### src/rtl/vga_color_controller.sv
// 640x480@60Hz VGA timing generator driving a solid colour from switches.
// A 50 MHz clock is divided into a 25 MHz pixel enable that advances the counters.
module vga_color_controller #(
  parameter int unsigned H_VISIBLE = 640,
  parameter int unsigned H_FRONT   = 16,
  parameter int unsigned H_SYNC    = 96,
  parameter int unsigned H_BACK    = 48,
  parameter int unsigned V_VISIBLE = 480,
  parameter int unsigned V_FRONT   = 10,
  parameter int unsigned V_SYNC    = 2,
  parameter int unsigned V_BACK    = 33
) (
  input  logic       clk,
  input  logic       rst,
  input  logic [8:0] sw,
  output logic       clk_en_25MHz,
  output logic [2:0] red,
  output logic [2:0] green,
  output logic [2:0] blue,
  output logic       h_sync,
  output logic       v_sync
);

  localparam int unsigned CW      = 10;
  localparam int unsigned H_TOTAL = H_VISIBLE + H_FRONT + H_SYNC + H_BACK;
  localparam int unsigned V_TOTAL = V_VISIBLE + V_FRONT + V_SYNC + V_BACK;

  localparam logic [CW-1:0] H_LAST       = CW'(H_TOTAL - 1);
  localparam logic [CW-1:0] H_VIS_END    = CW'(H_VISIBLE);
  localparam logic [CW-1:0] H_SYNC_FIRST = CW'(H_VISIBLE + H_FRONT);
  localparam logic [CW-1:0] H_SYNC_LAST  = CW'(H_VISIBLE + H_FRONT + H_SYNC - 1);
  localparam logic [CW-1:0] V_LAST       = CW'(V_TOTAL - 1);
  localparam logic [CW-1:0] V_VIS_END    = CW'(V_VISIBLE);
  localparam logic [CW-1:0] V_SYNC_FIRST = CW'(V_VISIBLE + V_FRONT);
  localparam logic [CW-1:0] V_SYNC_LAST  = CW'(V_VISIBLE + V_FRONT + V_SYNC - 1);

  logic [CW-1:0] h_cnt;
  logic [CW-1:0] v_cnt;
  logic          h_wrap;
  logic          active;

  assign h_wrap = (h_cnt == H_LAST);
  assign active = (h_cnt < H_VIS_END) && (v_cnt < V_VIS_END);

  // Pixel enable: divide-by-two toggle
  always_ff @(posedge clk) begin
    if (rst) clk_en_25MHz <= 1'b0;
    else     clk_en_25MHz <= ~clk_en_25MHz;
  end

  always_ff @(posedge clk) begin
    if (rst) begin
      h_cnt <= '0;
    end else if (clk_en_25MHz) begin
      if (h_wrap) h_cnt <= '0;
      else        h_cnt <= h_cnt + CW'(1);
    end
  end

  // Line counter steps only on the enabled edge where the pixel counter wraps
  always_ff @(posedge clk) begin
    if (rst) begin
      v_cnt <= '0;
    end else if (clk_en_25MHz && h_wrap) begin
      if (v_cnt == V_LAST) v_cnt <= '0;
      else                 v_cnt <= v_cnt + CW'(1);
    end
  end

  // Zero-latency decode of the counters; reset forces the idle levels
  always_comb begin
    red    = 3'd0;
    green  = 3'd0;
    blue   = 3'd0;
    h_sync = 1'b1;
    v_sync = 1'b1;
    if (!rst) begin
      h_sync = !((h_cnt >= H_SYNC_FIRST) && (h_cnt <= H_SYNC_LAST));
      v_sync = !((v_cnt >= V_SYNC_FIRST) && (v_cnt <= V_SYNC_LAST));
      if (active) begin
        red   = sw[8:6];
        green = sw[5:3];
        blue  = sw[2:0];
      end
    end
  end

endmodule

### config.mk
export PLATFORM = sky130hd
export DESIGN_NAME = vga_color_controller
export DESIGN_NICKNAME = d
export VERILOG_FILES = /design/src/rtl/vga_color_controller.sv
export SDC_FILE = /design/constraint.sdc
export NUM_CORES = 1
export LEC_CHECK = 0
export ABC_AREA = 0
export CELL_PAD_IN_SITES_DETAIL_PLACEMENT = 1
export CELL_PAD_IN_SITES_GLOBAL_PLACEMENT = 2
export CORE_MARGIN = 5
export CORE_UTILIZATION = 30
export CTS_CLUSTER_DIAMETER = 150
export DETAILED_ROUTE_END_ITERATION = 6
export HOLD_SLACK_MARGIN = 0.15
export PLACE_DENSITY_LB_ADDON = 0.1
export SLEW_MARGIN = 20
export SYNTH_ARGS = -nofsm -noshare
export SYNTH_HDL_FRONTEND = slang
export SYNTH_SLANG_ARGS = --single-unit
### constraint.sdc
create_clock -name clk -period 2.18 [get_ports clk]
set_clock_uncertainty 0.2 [all_clocks]
set_input_delay 0.436 -clock clk [delete_from_list [all_inputs] [get_ports clk]]
set_output_delay 0.436 -clock clk [all_outputs]
set_load 0.01 [all_outputs]
## Yosys cells after proc, flatten, opt, wreduce, memory -nomap -nowiden

Index checks and enable logic that the tools add are counted.

- Equal/unequal tests: 2
- Order comparisons: 6
- Bitwise logic cells: 1
- Multiplexer cells: 10
- $add $sub $neg: 2
- Reduce and logical (&&, ||, !) cells: 6

Operators with widths:

| cell | count |
|---|---|
| 10-bit by 1-bit adder with 10-bit output (second input constant) | 2 |
| 10-bit == test (second input constant) | 2 |
| 10-bit two-way mux | 2 |
| 3-bit two-way mux | 6 |
| 10-bit >= comparator (second input constant) | 1 |
| 10-bit by 9-bit >= comparator with 1-bit output (second input constant) | 1 |
| 10-bit less-or-equal comparator (second input constant) | 1 |
| 10-bit by 9-bit less-or-equal comparator with 1-bit output (second input constant) | 1 |
| 10-bit < comparator (second input constant) | 1 |
| 10-bit by 9-bit < comparator with 1-bit output (second input constant) | 1 |
| 1-bit logical AND | 4 |
| 1-bit zero test | 2 |
| 1-bit two-way mux | 2 |
| 1-bit inverter | 1 |

- Word-level logic and storage cells: 30
- Input bits: 11
- Bits in registers: 21
- Output and inout bits: 12

## Logic depth before layout (Yosys ltp)

Gate-level depths: netlist (run 1).

- Word-level depth: 4
- Gate-level depth with buffers: 7
- Depth with buffers taken out: 6

## Least setup slack after synthesis (run 1)

OpenSTA, ideal clock, no wires.

- Path kind: input to output
- Start: input port rst
- End: output port blue[0]
- Path slack: 254 ps
- Data arrival time: 1,290 ps
- Cell stages on the path: 3
- Path buffers: 1
- Required time: 1,544 ps
- Cell sequence: clkbuf_1 > nor4b_2 > and2_1

- Longest elaborated chain between the ends: 1

RTL lines:

| element | RTL line | text |
|---|---|---|
| start, declared | 14 | `input logic rst,` |
| 3-bit two-way mux | 77 | `if (!rst) begin` |
| end, declared | 19 | `output logic [2:0] blue,` |

Every way passes these cells.

## Worst setup path after layout (run 1)

- Start: input port rst
- End: output port v_sync

- Longest elaborated chain between the ends: 1

RTL lines:

| element | RTL line | text |
|---|---|---|
| 1-bit two-way mux | 77 |  |
| end, declared | 21 | `output logic v_sync` |

Every way passes these cells.

==> results.toml, run 1 <==
[status]
status = "finished, final reports clean"

[floorplan]
die_y_um = 72.7
fp.dieW_um = 72.7
rows = 22
initial_utilization_pct = 31.5
dieArea_um2 = 5280
coreArea_um2 = 3740
io_pins = 23

[synthesis]
yosysUniqueCellTypes = 36
postSynthAreaPerCell_um2 = 8.80
yosys-top-cells-area = "dfxtp_1, xor2_1, and2_1"
ys_seq_area_share_pct = 35.7
syn_inst = 134
ys_warn_count = 0
synth_area_um2 = 1180
synth_top_area_share_pct = 35.7
syn_nets = 149
synth_top_area_cell = "dfxtp_1"
ys_seq_elements = 21

[final_layout]
layout-drive-gt1-share_pct = 30.5
layout_commonest_cell = "buf_4"
finalNetCount = 193
final_cells = 225
final_core_util_pct = 44.8
antenna_cells = 0
final_cell_area_um2 = 1680
final_cell_mix = "buf_4, dfxtp_1, nor2_1"
areaGrowthSynthToFinish_pct = 42.1

[global_route]
grt_usage_pct = 13.9
grt_max_degree = 12
grt_antenna_before_repair = 0
top_usage_layer = "met2"
grt_pass1_vias = 1180
grt_util_met3_pct = 3.31
grt_pass1_wl_um = 5830
globalRouteOverflowTotal = 0
grt_util_met1_pct = 16.4
use_met2_pct = 25.7

[min_path]
hold_class = "reg2reg"
whs_path_depth = 2
hold_end = "h_cnt[1]"
hold_path_startpoint = "h_cnt[1]"

[drt]
wire_per_inst_um = 15.5
drc_errors = 0
vias_per_cell = 4.88
via_count = 1099
postRouteAntennaNets = 0
firstDrtPassIters = 3
drt_iter0_drc = 44
wirelength_um = 3490

[clock_tree]
clk_pin_slew_ns = 0.07
cts_buffers = 3
clockBufferDepth = 2
insertion_delay_ns = 0.25
ctsHtreeMaxLevel = 1
cts_tree = "done"
cts.root.buffer_cell = "clkbuf_8"
cts.sinks = 21

[timing]
worst_pin_slew_ns = 0.385
finalCritPeriodShare_pct = 98.4
period_minus_slack_ns = 2.15
setup_ws_ns = 0.0341
finalSetupViolCount = 0
slew_viol_final = 0
hold_violations = 0
fmax_mhz = 466
hold_ws_ns = 0.326
slew_headroom_pct = 74.2

[worst_setup_path]
critPathTopFamily = "buffers and inverters"
cp_slowest_stage_delay_ns = 0.31
rr_endpoint = "v_cnt[0]"
crit_type = "in2out"
critPathBufInv = 3
path_max_fanout = 4
crit_chain = "clkdlybuf4s15_1, buf_6, nor4b_2, nand4b_1, dlygate4sd2_1"
regToRegStartpoint = "h_cnt[0]"
critPathCaptureType = "output pin"
slowest_stage = "dlygate4sd2_1"
worst_ep_arrival_time_ns = 1.51
regToRegSetupSlack_ns = 0.23
cp-start-kind = "input pin"
worstPathRequired_ns = 1.54
worstRegToRegCells = 5

[power]
ir_worst_vdd_mv = 0.328
p_leak_nw = 0.681
p_per_area_nw_per_um2 = 455

[place]
dpl_worst_slack_ns = -0.549
dp_hpwl_um = 2730
finalWeightedCongestion = 0.767
place_inst = 217
dpl_cell_area_um2 = 1570
portBuffers = 22

[job]
drv_cap = 0
[worst reg2reg max path: stages, from the launching register on]
cell     delay (ns)
dfxtp_1        0.40
ha_1           0.22
and4_1         0.33
nand3_2        0.23
nand2_1        0.34
mux2i_1        0.12
[repair_timing]
item,CTS,global route
gates resized for setup,57,9
hold buffers,0,0
pin swaps,4,3
setup buffers,3,3
endpoints found under the setup margin,11,9
cloned,1,0
[flip-flops by register name, indices dropped and copies added, names as in the netlist]
signal	count
clk_en_25MHz	1
v_cnt	10
h_cnt	10
[metal layers]
metal / share of wire [%] / vias up
li1: - / 557
met3: 1.5 / 2
met5: 0 / -
met4: 0.49 / 0
met1: 44 / 535
met2: 54 / 5
[stage by stage]
stage / total power, mW / TNS, ns
after global placement: 0.508 / -5.45
final: 0.762 / 0
after floorplan: 0.449 / 0
after global routing: 0.803 / -0.000381
after CTS: 0.776 / -0.0952
after detailed placement: 0.510 / -5.67
[cell families after synthesis]
| kind of cell | count (synthesis) | share of synthesized area [%] |
|---|---|---|
| fa+ha+maj | 4 | 4.25 |
| flops | 21 | 35.7 |
| mux | 2 | 1.70 |
| compound gates | 13 | 7.96 |
| simple gates | 70 | 37.3 |
| buf+inv | 12 | 4.25 |
| xor+xnor | 12 | 8.92 |
[worst max path at each step]
stage | startpoint | to | slack [ns] | cells past startpoint
6_report | rst | v_sync | 0.03 | 5
3_3_place_gp | rst | blue[0] | -0.55 | 5
2_1_floorplan | rst | blue[0] | 0.25 | 3
4_1_cts | h_cnt[8] | green[0] | -0.05 | 7
3_5_place_dp | rst | red[0] | -0.55 | 5
5_1_grt | rst | v_sync | -0.0004 | 5
[cells in the mapped netlist (all sizes together)]
master	n
dfxtp	21
and4	6
o31ai	3
mux2i	2
nor2	16
o211ai	2
nor4b	4
o21ai	3
a41oi	1
nand4	5
o221ai	1
nand4b	1
a32oi	1
nand2	4
inv	6
nand3	10
xnor2	4
nor2b	2
and3	5
buf	3
and2	10
nor3b	1
ha	4
xor2	8
a21oi	2
nor3	3
nand2b	3
clkbuf	3
[where the power goes]
group	leakage (nW)	switching [mW]	total [mW]	internal (mW)
combinational	0.486	0.0462	0.108	0.0614
sequential	0.173	0.00642	0.396	0.390
clock	0.0228	0.128	0.258	0.130
total	0.681	0.180	0.762	0.581
[final cells by class]
class | count | area, um2
clock buffer | 4 | 45.0
sequential | 21 | 429
timing repair buffer | 45 | 364
multi-input combinational | 101 | 754
inverter | 6 | 22.5
tap | 48 | 60.1
fill | 458 | 2070
No activity file was read; power rests on OpenSTA's default activity.
==> run 2, diff against run 1 <==
--- a/config.mk
+++ b/config.mk
@@ -9,11 +9,13 @@
 export CELL_PAD_IN_SITES_DETAIL_PLACEMENT = 1
 export CELL_PAD_IN_SITES_GLOBAL_PLACEMENT = 2
 export CORE_MARGIN = 5
-export CORE_UTILIZATION = 30
+export CORE_UTILIZATION = 36
 export CTS_CLUSTER_DIAMETER = 150
 export DETAILED_ROUTE_END_ITERATION = 6
+export DONT_BUFFER_PORTS = 1
 export HOLD_SLACK_MARGIN = 0.15
 export PLACE_DENSITY_LB_ADDON = 0.1
+export RECOVER_POWER = 50
 export SLEW_MARGIN = 20
 export SYNTH_ARGS = -nofsm -noshare
 export SYNTH_HDL_FRONTEND = slang
==> results.toml, run 2 (synthesis results as in run 1) <==
[final_layout]
final_cell_mix = "dfxtp_1, nor2_1, and2_1, nand3_1, xor2_1"
layout-drive-gt1-share_pct = 10.9
antenna_cells = 0
final_cell_area_um2 = 1310
layout_commonest_cell = "dfxtp_1"
areaGrowthSynthToFinish_pct = 10.9
finalNetCount = 153
reg_top3 = "h_cnt (10), v_cnt (10), clk_en_25MHz (1)"

[global_route]
globalRouteOverflowTotal = 0
grt_usage_pct = 14.5
grt_max_degree = 12
grt_pass1_vias = 1016
grt_pass1_wl_um = 4910
grt_antenna_before_repair = 0

[drt]
firstDrtPassIters = 4
wirelength_um = 2930
postRouteAntennaNets = 0
vias_per_cell = 5.48
drt_iter0_drc = 38
via_count = 992
wire_per_inst_um = 16.2
drc_errors = 0

[job]
drv_cap = 0

[worst_setup_path]
slowest_stage = "dfxtp_1"
critPathCaptureType = "output pin"
path_max_fanout = 5
crit_type = "reg2out"
worstPathRequired_ns = 1.54
critPathTopFamily = "simple AND/OR/NAND/NOR gates"
cp_slowest_stage_delay_ns = 0.40
critPathBufInv = 0
crit_chain = "o21ai_2, nor4b_4, and2_1"
worst_ep_arrival_time_ns = 1.43
cp-start-kind = "register"

[clock_tree]
cts.sinks = 21
cts_tree = "done"
ctsHtreeMaxLevel = 1
cts_buffers = 3
clockBufferDepth = 2
cts.root.buffer_cell = "clkbuf_4"
insertion_delay_ns = 0.31
clk_pin_slew_ns = 0.12

[place]
finalWeightedCongestion = 0.755
dpl_cell_area_um2 = 1230
dp_hpwl_um = 2150
portBuffers = 0

[power]
p_comb_share_pct = 8.0
p_sw_uw = 162
clock_power_share_pct = 29.7
p_leak_nw = 0.478
seqPwrFrac_pct = 62.3
power.internal_uw = 485
switching_share_pct = 25.1
p_per_area_nw_per_um2 = 495
ir_worst_vdd_mv = 0.343

[timing]
period_minus_slack_ns = 2.06
finalCritPeriodShare_pct = 94.7
slew_headroom_pct = 68.2
fmax_mhz = 484
worst_pin_slew_ns = 0.470
hold_violations = 0
rsz0062_at_grt = "true"
finalSetupViolCount = 0
tns_ns = 0
slew_viol_final = 0

[floorplan]
io_pins = 23
die_y_um = 67.2
dieArea_um2 = 4520
fp.dieW_um = 67.2
rows = 20
coreArea_um2 = 3100
initial_utilization_pct = 38.0

[status]
status = "finished, final reports clean"

[min_path]
hold_class = "in2reg"
[run 2: cell types whose count changed in the layout (fill, tap and decap cells not counted), moves of 4 or more]
cell,before,now
dfxtp_1,16,20
buf_2,6,0
buf_4,23,0
clkdlybuf4s50_1,10,0
[run 2: worst paths after layout]
path / start / depth (start not counted) / slack (ns) / end
max reg2reg: h_cnt[0] / 5 / 0.19 / v_cnt[5]
min reg2reg: h_cnt[1] / 2 / 0.31 / h_cnt[1]
min: rst / 3 / 0.18 / v_cnt[1]
max: h_cnt[7] / 3 / 0.12 / green[2]
[run 2: per-layer routing]
| layer | vias to the layer above | wire (um) | track usage (%) |
|---|---|---|---|
| met5 | - | 0 | 0 |
| li1 | 484 | - | - |
| met1 | 482 | 1280 | 16.6 |
| met4 | 0 | 27 | 3.80 |
| met2 | 22 | 1460 | 26.6 |
| met3 | 4 | 162 | 3.66 |
[run 2: metrics by stage]
step	utilization, %	hold slack [ns]	setup slack [ns]	std cells	power (mW)
2_1_floorplan	-	0.263	0.254	134	0.449
3_3_place_gp	39.6	0.284	0.270	175	0.457
3_5_place_dp	39.6	0.295	0.188	175	0.458
4_1_cts	42.1	0.157	0.0438	181	0.662
5_1_grt	42.1	0.164	0.00366	181	0.697
6_report	42.1	0.175	0.115	181	0.648
[run 2: power groups by stage]
stage               logic (mW)  clock network, mW  registers (mW)
floorplan               0.0433                  0           0.406
global placement        0.0450                  0           0.412
detailed placement      0.0465                  0           0.411
CTS                     0.0528              0.207           0.403
global route            0.0577              0.233           0.406
finish                  0.0517              0.193           0.403
[run 2: layout make-up]
cell class / count / area, um2
Clock buffer: 4 / 26.3
Sequential cell: 21 / 422
Multi-Input combinational cell: 102 / 761
Tap cell: 44 / 55.1
Inverter: 6 / 22.5
Timing Repair Buffer: 4 / 21.3
Fill cell: 390 / 1800
[run 2: repair_timing]
item	in CTS	in global routing
endpoints found under the setup margin	9	10
endpoints found under the hold margin	5	0
buffers inserted	0	0
gates cloned	1	0
resized for setup	5	5
hold buffers	1	0
[run 2: tightest hold or removal path, cell delays in order]
cell     delay [ns]
a41oi_1        0.07
nand2_1        0.08
o21ai_0        0.06
